==> src/rtl/mips_fetch_pkg.sv <==
// Shared fetch-side types and program-window constants for the Group-15 program memory.
package mips_fetch_pkg;

  typedef enum logic [1:0] {
    BOOT = 2'd0,
    RUN  = 2'd1,
    HALT = 2'd2
  } fetch_state_e;

  localparam int unsigned GROUP_ID    = 15;
  localparam logic [31:0] PROG_WINDOW = 32'h350;
  localparam logic [31:0] PROG_BASE   = GROUP_ID * PROG_WINDOW;
  localparam int unsigned PROG_DEPTH  = 1024;
  localparam logic [31:0] PROG_LAST   = PROG_BASE + PROG_DEPTH - 1;

  localparam logic [31:0] DEFAULT_PC_STEP = 32'd1;

endpackage

==> src/rtl/pc_next_sel.sv <==
// Combinational next-PC selection: stall > jump > branch > sequential, plus window check.
module pc_next_sel
  import mips_fetch_pkg::*;
#(
  parameter logic [31:0] PC_STEP     = DEFAULT_PC_STEP,
  parameter logic [31:0] WINDOW_BASE = PROG_BASE,
  parameter logic [31:0] WINDOW_LAST = PROG_LAST
) (
  input  logic [31:0] pc_i,
  input  logic        stall_i,
  input  logic        jump_en_i,
  input  logic [31:0] jump_target_i,
  input  logic        branch_en_i,
  input  logic [31:0] branch_offset_i,
  output logic [31:0] next_pc_o,
  output logic        out_of_window_o
);

  always_comb begin
    next_pc_o = pc_i + PC_STEP;
    if (stall_i) begin
      next_pc_o = pc_i;
    end else if (jump_en_i) begin
      next_pc_o = jump_target_i;
    end else if (branch_en_i) begin
      // Two's-complement add; modulo 2^32 wrap is intentional.
      next_pc_o = pc_i + branch_offset_i;
    end
  end

  assign out_of_window_o = (next_pc_o < WINDOW_BASE) || (next_pc_o > WINDOW_LAST);

endmodule

==> src/rtl/pc_fetch_unit.sv <==
// Program counter / fetch sequencer feeding the program-memory address decoder.
// Optional window check enabled by defining PC_BOUNDS_CHECK_EN.
module pc_fetch_unit
  import mips_fetch_pkg::*;
#(
  parameter logic [31:0] RESET_VECTOR = 32'h31B0,
  parameter logic [31:0] PC_STEP      = DEFAULT_PC_STEP,
  parameter logic [31:0] PROG_BASE    = 32'h31B0,
  parameter logic [31:0] PROG_LAST    = 32'h35AF
) (
  input  logic        clk,
  input  logic        rst,
  input  logic        stall_in,
  input  logic        branch_en,
  input  logic [31:0] branch_offset,
  input  logic        jump_en,
  input  logic [31:0] jump_target,
  output logic [31:0] pc_out,
  output logic [31:0] pc_seq_out,
  output logic        fetch_valid,
  output logic        fault,
  output logic [31:0] fetch_count
);

`ifdef PC_BOUNDS_CHECK_EN
  localparam bit BoundsCheckEn = 1'b1;
`else
  localparam bit BoundsCheckEn = 1'b0;
`endif

  fetch_state_e state_q, state_d;
  logic [31:0]  pc_q, pc_d;
  logic [31:0]  count_q, count_d;
  logic         fault_q, fault_d;

  logic [31:0]  next_pc;
  logic         out_of_window;
  logic         bounds_trip;

  pc_next_sel #(
    .PC_STEP     (PC_STEP),
    .WINDOW_BASE (PROG_BASE),
    .WINDOW_LAST (PROG_LAST)
  ) u_next_sel (
    .pc_i            (pc_q),
    .stall_i         (stall_in),
    .jump_en_i       (jump_en),
    .jump_target_i   (jump_target),
    .branch_en_i     (branch_en),
    .branch_offset_i (branch_offset),
    .next_pc_o       (next_pc),
    .out_of_window_o (out_of_window)
  );

  // With the check compiled out this folds to 0, leaving fault_q stuck at reset value.
  assign bounds_trip = BoundsCheckEn && out_of_window;

  always_comb begin
    state_d = state_q;
    pc_d    = pc_q;
    count_d = count_q;
    fault_d = fault_q;
    unique case (state_q)
      BOOT: state_d = RUN;
      RUN: begin
        if (!stall_in) begin
          if (bounds_trip) begin
            fault_d = 1'b1;
            state_d = HALT;
          end else begin
            pc_d    = next_pc;
            count_d = count_q + 32'd1;
          end
        end
      end
      HALT: ;
      default: state_d = BOOT;
    endcase
  end

  always_ff @(posedge clk) begin
    if (rst) begin
      state_q <= BOOT;
      pc_q    <= RESET_VECTOR;
      count_q <= 32'd0;
      fault_q <= 1'b0;
    end else begin
      state_q <= state_d;
      pc_q    <= pc_d;
      count_q <= count_d;
      fault_q <= fault_d;
    end
  end

  assign pc_out      = pc_q;
  assign pc_seq_out  = pc_q + PC_STEP;
  assign fetch_valid = (state_q == RUN);
  assign fault       = fault_q;
  assign fetch_count = count_q;

endmodule
==> config.mk <==
export PLATFORM = sky130hd
export DESIGN_NAME = pc_fetch_unit
export DESIGN_NICKNAME = d
export VERILOG_FILES = /design/src/rtl/mips_fetch_pkg.sv /design/src/rtl/pc_next_sel.sv /design/src/rtl/pc_fetch_unit.sv
export SDC_FILE = /design/constraint.sdc
export NUM_CORES = 1
export LEC_CHECK = 0
export BUFFER_PORTS_ARGS = -buffer_cell sky130_fd_sc_hd__buf_2
export CORE_UTILIZATION = 45
export DETAILED_ROUTE_END_ITERATION = 8
export GPL_TIMING_DRIVEN = 0
export PLACE_DENSITY = 0.71
export SLEW_MARGIN = 40
export SYNTH_ARGS = -nofsm -noshare
export SYNTH_HDL_FRONTEND = slang
export SYNTH_SLANG_ARGS = --single-unit
==> constraint.sdc <==
create_clock -name clk -period 4.5 [get_ports clk]
set_input_delay 0.675 -clock clk [delete_from_list [all_inputs] [get_ports clk]]
set_output_delay 0.675 -clock clk [all_outputs]
set_load 0.03 [all_outputs]
# ---- Word level (Yosys, flattened, before mapping)
# Cells that the tools add are included.
dict set report totals {
  wordCells 15
  out_inout_bits 98
  reg_bits 66
  inputBits 69
}
dict set report classes {
  n_bitwise 1
  addsub 3
  n_mux 3
  n_eq_ne 2
  n_reduce_logical 3
}
# cell n
set ops {}
lappend ops {{$add A32 B1 Y32 const B} 2}
lappend ops {{$mux W32} 2}
lappend ops {{$add A32 B32 Y32} 1}
lappend ops {{$pmux W2 S2} 1}
lappend ops {{$eq A2 B1 Y1 const B} 1}
lappend ops {{$eq A2 B2 Y1 const B} 1}
lappend ops {{$logic_not A2 Y1} 1}
lappend ops {{$reduce_and A2 Y1} 1}
lappend ops {{$reduce_or A2 Y1} 1}
lappend ops {{$not A1 Y1} 1}

# ---- Logic depth before layout (Yosys ltp)
dict set report depth {
  depth_word 3
  ltp_mapped 9
  depth_no_buf 9
}

# ---- By module
# A second synthesis with hierarchy kept.
dict set report unflattened {
  cells_unflattened 812
  area_unflattened_um2 5949.5
}
# module seq_area_each_um2 area_each_um2 n_inst cells_each
set modules_own_cells {}
lappend modules_own_cells {pc_fetch_unit 1301.2 3264.4 1 414}
lappend modules_own_cells {pc_next_sel 0.0 2685.1 1 398}

# ---- Least setup slack after synthesis
# No wires, ideal clock.
dict set report synth_timing {
  path_type {input-to-reg}
  start {input port branch_offset[0]}
  end {register pc_q[28], in the netlist pc_out[28]}
  t_required_ns 4.378
  setup_slack_ns 1.562
  setup_ns 0.122
  arrival_ns 2.816
  cell_stages 9
  n_path_buf 0
  cell_sequence {ha_1 > fa_1 > a21o_1 > a221oi_2 > o221a_2 > nor2b_1 > a311oi_2 > mux2i_1 > nand3_1}
}
dict set report synth_via {
  elab_chain_cells 3
}
# element line
set synth_lines {}
lappend synth_lines {{start: declaration} pc_fetch_unit.sv:15} ;# input logic [31:0] branch_offset,
lappend synth_lines {{$add A32 B32 Y32} pc_next_sel.sv:27} ;# next_pc_o = pc_i + branch_offset_i;
lappend synth_lines {{$mux W32} pc_next_sel.sv:25} ;# end else if (branch_en_i) begin
lappend synth_lines {{$mux W32} pc_next_sel.sv:23} ;# end else if (jump_en_i) begin
lappend synth_lines {{end signal: assignment} pc_fetch_unit.sv:89} ;# pc_q <= pc_d;
lappend synth_lines {{end: declaration} pc_fetch_unit.sv:32} ;# logic [31:0] pc_q, pc_d;
# Every way passes these cells.
# A chain may end at the register's enable or synchronous reset.

# ---- Final worst setup path
dict set report layout_timing {
  start {register pc_q[1], in the netlist pc_out[1]}
  end {output port pc_seq_out[28]}
}
dict set report layout_via {
  elab_chain_cells 1
}
# element line
set layout_lines {}
lappend layout_lines {{$add A32 B1 Y32} pc_fetch_unit.sv:96} ;# assign pc_seq_out = pc_q + PC_STEP;
lappend layout_lines {{end: declaration} pc_fetch_unit.sv:19} ;# output logic [31:0] pc_seq_out,
# Every way passes these cells.

==> results.py <==
metrics = {
    "run_status": {
        "status": "finished with violations",
        "violations": "DRC",
    },
    "pwr": {
        "p_leak_nw": 3.09,
        "ir_drop_uv": 189,
        "p_per_area_mw_per_mm2": 280,
        "finalPower_mw": 1.89,
    },
    "yosys": {
        "synth_top_family_by_area": "simple AND/OR/NAND/NOR gates",
        "synthSimpleGateAreaFrac_pct": 26.5,
        "synth_edf_count": 0,
        "synth_fa_ha_area_share_pct": 7.93,
        "synth_compound_area_share_pct": 25.3,
        "yosysWarnings": 0,
        "synth_mux_area_share_pct": 2.22,
        "synth_area_sq_mm": 0.00546,
        "synth.avg_cell_area_sq_um": 7.52,
        "syn_nets": 829,
        "synth_xor_area_share_pct": 10.7,
        "syn_inst": 726,
        "synthFlopType": "dfxtp_1",
        "synth_seq_cells": 65,
        "seq_area_frac_synth_pct": 23.8,
        "synth_cell_types": 74,
        "async_reset_ff_share_pct": 0,
    },
    "critical_path": {
        "crit_chain": "ha_1, nand4_1, nor4_1, nand4_1, xnor2_1, buf_2",
        "cp.arrival_ps": 2680,
        "r2r_slack_ps": 1400,
        "critPathKind": "reg2out",
        "cp_num_buf_inv": 1,
        "r2r_start": "pc_out[0]",
        "slowest_delay_ps": 570,
        "regToRegEndpoint": "pc_out[28]",
        "crit_fanout": 6,
        "end_kind": "output port",
        "crit_end": "pc_seq_out[28]",
        "crit_cells": 6,
        "path_delay_family": "simple AND/OR/NAND/NOR gates",
        "crit_start": "pc_out[1]",
        "worstRegToRegCells": 9,
        "cp_common_cell": "nand4_1",
        "crit_slowest_cell": "nor4_1",
        "start_kind": "flop",
        "required_ps": 3830,
    },
    "global_routing": {
        "grt_pass1_wl_um": 28900,
        "grt_antenna_before_repair": 0,
        "grt_max_degree": 14,
        "grt_pass1_vias": 5498,
        "overflow": 0,
        "grt_use_total_pct": 29.1,
    },
    "die": {
        "start_util_pct": 47.0,
        "die_area_sq_mm": 0.0126,
        "dieWidth_um": 112,
        "rows": 39,
        "io_pins": 167,
        "coreArea_sq_mm": 0.0116,
        "dieHeight_um": 112,
    },
    "clock_network": {
        "cts_made_buffers": 9,
        "clockBufferDepth": 2,
        "cts_sinks": 65,
        "htree_num_levels": 3,
        "cts_tree": "done",
        "clkTransAtPathRegs_ps": 60,
        "clockRootBuffer": "clkbuf_16",
        "post_cts_resize_count": 0,
        "cts_hold_buf": 0,
        "cts_setup_buffers": 0,
        "clk-insertion-delay-late_ps": 340,
    },
    "timing": {
        "max_freq_mhz": 298,
        "finalCritPeriodShare_pct": 74.5,
        "rsz0062_at_grt": "false",
        "drv_slew": 0,
        "fin_worst_skew_ps": 10.1,
        "layout_min_cycle_time_ps": 3350,
        "relSlewSlack_pct": 39.3,
        "final-hold-violation-count": 0,
        "fin_setup_tns_ps": 0,
        "worst_pin_slew_ps": 907,
        "setup_violations": 0,
    },
    "detailed_routing": {
        "via_per_inst": 5.92,
        "detail-route-antenna-nets": 0,
        "drc": 10,
        "drt_iter0_markers": 473,
        "firstDrtPassIters": 7,
        "num_vias": 6209,
        "wl_um": 18300,
        "wl_per_cell_um": 17.5,
    },
    "hold_path": {
        "min_path_type": "reg2reg",
    },
    "cells_and_area": {
        "n_fill_cell": 1122,
        "final_nets": 1003,
        "antenna_cells": 0,
        "drive_above_1_share_pct": 22.4,
        "area_growth_pct": 23.8,
    },
    "placed_design": {
        "place_hpwl_um": 14100,
        "io_buffer_count": 163,
        "gp_congestion": 0.897,
    },
    "job": {
        "max_cap_violations": 0,
    },
}
-- worst min path at each step --
| stage | startpoint | end | slack, ps | cells after the start |
|---|---|---|---|---|
| after floorplan | fetch_count[1] | fetch_count[1] | 600 | 2 |
| after global placement | fetch_count[31] | fetch_count[31] | 470 | 2 |
| after detailed placement | fetch_count[31] | fetch_count[31] | 480 | 2 |
| after CTS | fetch_count[31] | fetch_count[31] | 490 | 2 |
| after global routing | fetch_count[31] | fetch_count[31] | 530 | 2 |
| final | fetch_count[31] | fetch_count[31] | 490 | 2 |
-- tightest hold or removal path, stage by stage (launching register included) --
cell	delay, ps
dfxtp_1	310
o21ai_0	70
a21oi_1	60
-- flip-flops by register name (all words and copies together), names as in the netlist --
signal	cells
fetch_count	32
pc_out	32
state_q	1
-- metal layers --
layer	wire length (um)	global-route usage, %
met4	413	9.60
met2	8170	46.4
met5	0	0
met3	1350	4.81
met1	8380	40.1
-- cells in the final DEF (no fill, tap or decap), types with 5 or more instances in the layout --
| cell | instances |
|---|---|
| a211oi_1 | 11 |
| a21o_1 | 17 |
| a21oi_1 | 66 |
| a31oi_1 | 6 |
| and2_1 | 8 |
| and3_1 | 16 |
| and4_1 | 10 |
| buf_2 | 164 |
| clkbuf_1 | 28 |
| clkbuf_16 | 9 |
| dfxtp_1 | 65 |
| ha_1 | 33 |
| inv_1 | 16 |
| mux2i_1 | 11 |
| nand2_1 | 74 |
| nand3_1 | 38 |
| nand4_1 | 22 |
| nor2_1 | 62 |
| nor3_1 | 5 |
| o21a_1 | 5 |
| o21ai_0 | 56 |
| or3_1 | 14 |
| xnor2_1 | 37 |
| xor2_1 | 30 |
-- cell families after synthesis --
logic type | after synthesis
AOI/OAI and AO/OA | 217
xor gates and xnor gates | 67
adders and majority gates | 34
buffers and inverters | 49
DFF | 65
muxes | 12
other | 1
and+or+nand+nor | 281
-- cell usage after synthesis, types with 6 or more instances --
cell type,number,area (sq um)
a211oi_1,11,82.6
a21o_1,17,128
a21oi_1,66,330
a31oi_1,6,37.5
and2_1,8,50.1
and3_1,16,100
and4_1,10,87.6
clkbuf_1,28,105
dfxtp_1,65,1300
ha_1,33,413
inv_1,16,60.1
mux2i_1,11,110
nand2_1,74,278
nand3_1,38,190
nand4_1,22,138
nor2_1,62,233
o21ai_0,56,280
or3_1,14,87.6
xnor2_1,37,324
xor2_1,30,263
-- power breakdown --
group          total (mW)  leakage [nW]  internal (mW)  switching (mW)
registers           0.636         0.528          0.596          0.0403
clock network       0.723         0.146          0.434           0.289
logic               0.533          2.42          0.193           0.340
total                1.89          3.09           1.22           0.669
-- per-stage QoR --
| stage | setup slack (ps) | instance area, sq um | hold slack, ps | cells | utilization, % |
|---|---|---|---|---|---|
| detailed placement | 1060 | 6450 | 482 | 1032 | 55.6 |
| CTS | 1180 | 6760 | 493 | 1048 | 58.2 |
| global placement | 1050 | 6450 | 474 | 1032 | 55.6 |
| global route | 945 | 6760 | 527 | 1048 | 58.2 |
| floorplan | 1560 | 5460 | 604 | 726 | - |
| finish | 1150 | 6760 | 487 | 1048 | 58.2 |
-- layout make-up --
type	count	area, sq um	area share [%]
plain buffers	33	129	1.91
inverters	16	60.1	0.889
well taps	143	179	2.65
clock buffers	9	225	3.33
multi-input cells	612	3970	58.7
repair buffers	163	816	12.1
clock inverters	7	77.6	1.15
flip-flops and latches	65	1300	19.3
No activity file was read; power rests on OpenSTA's default activity.
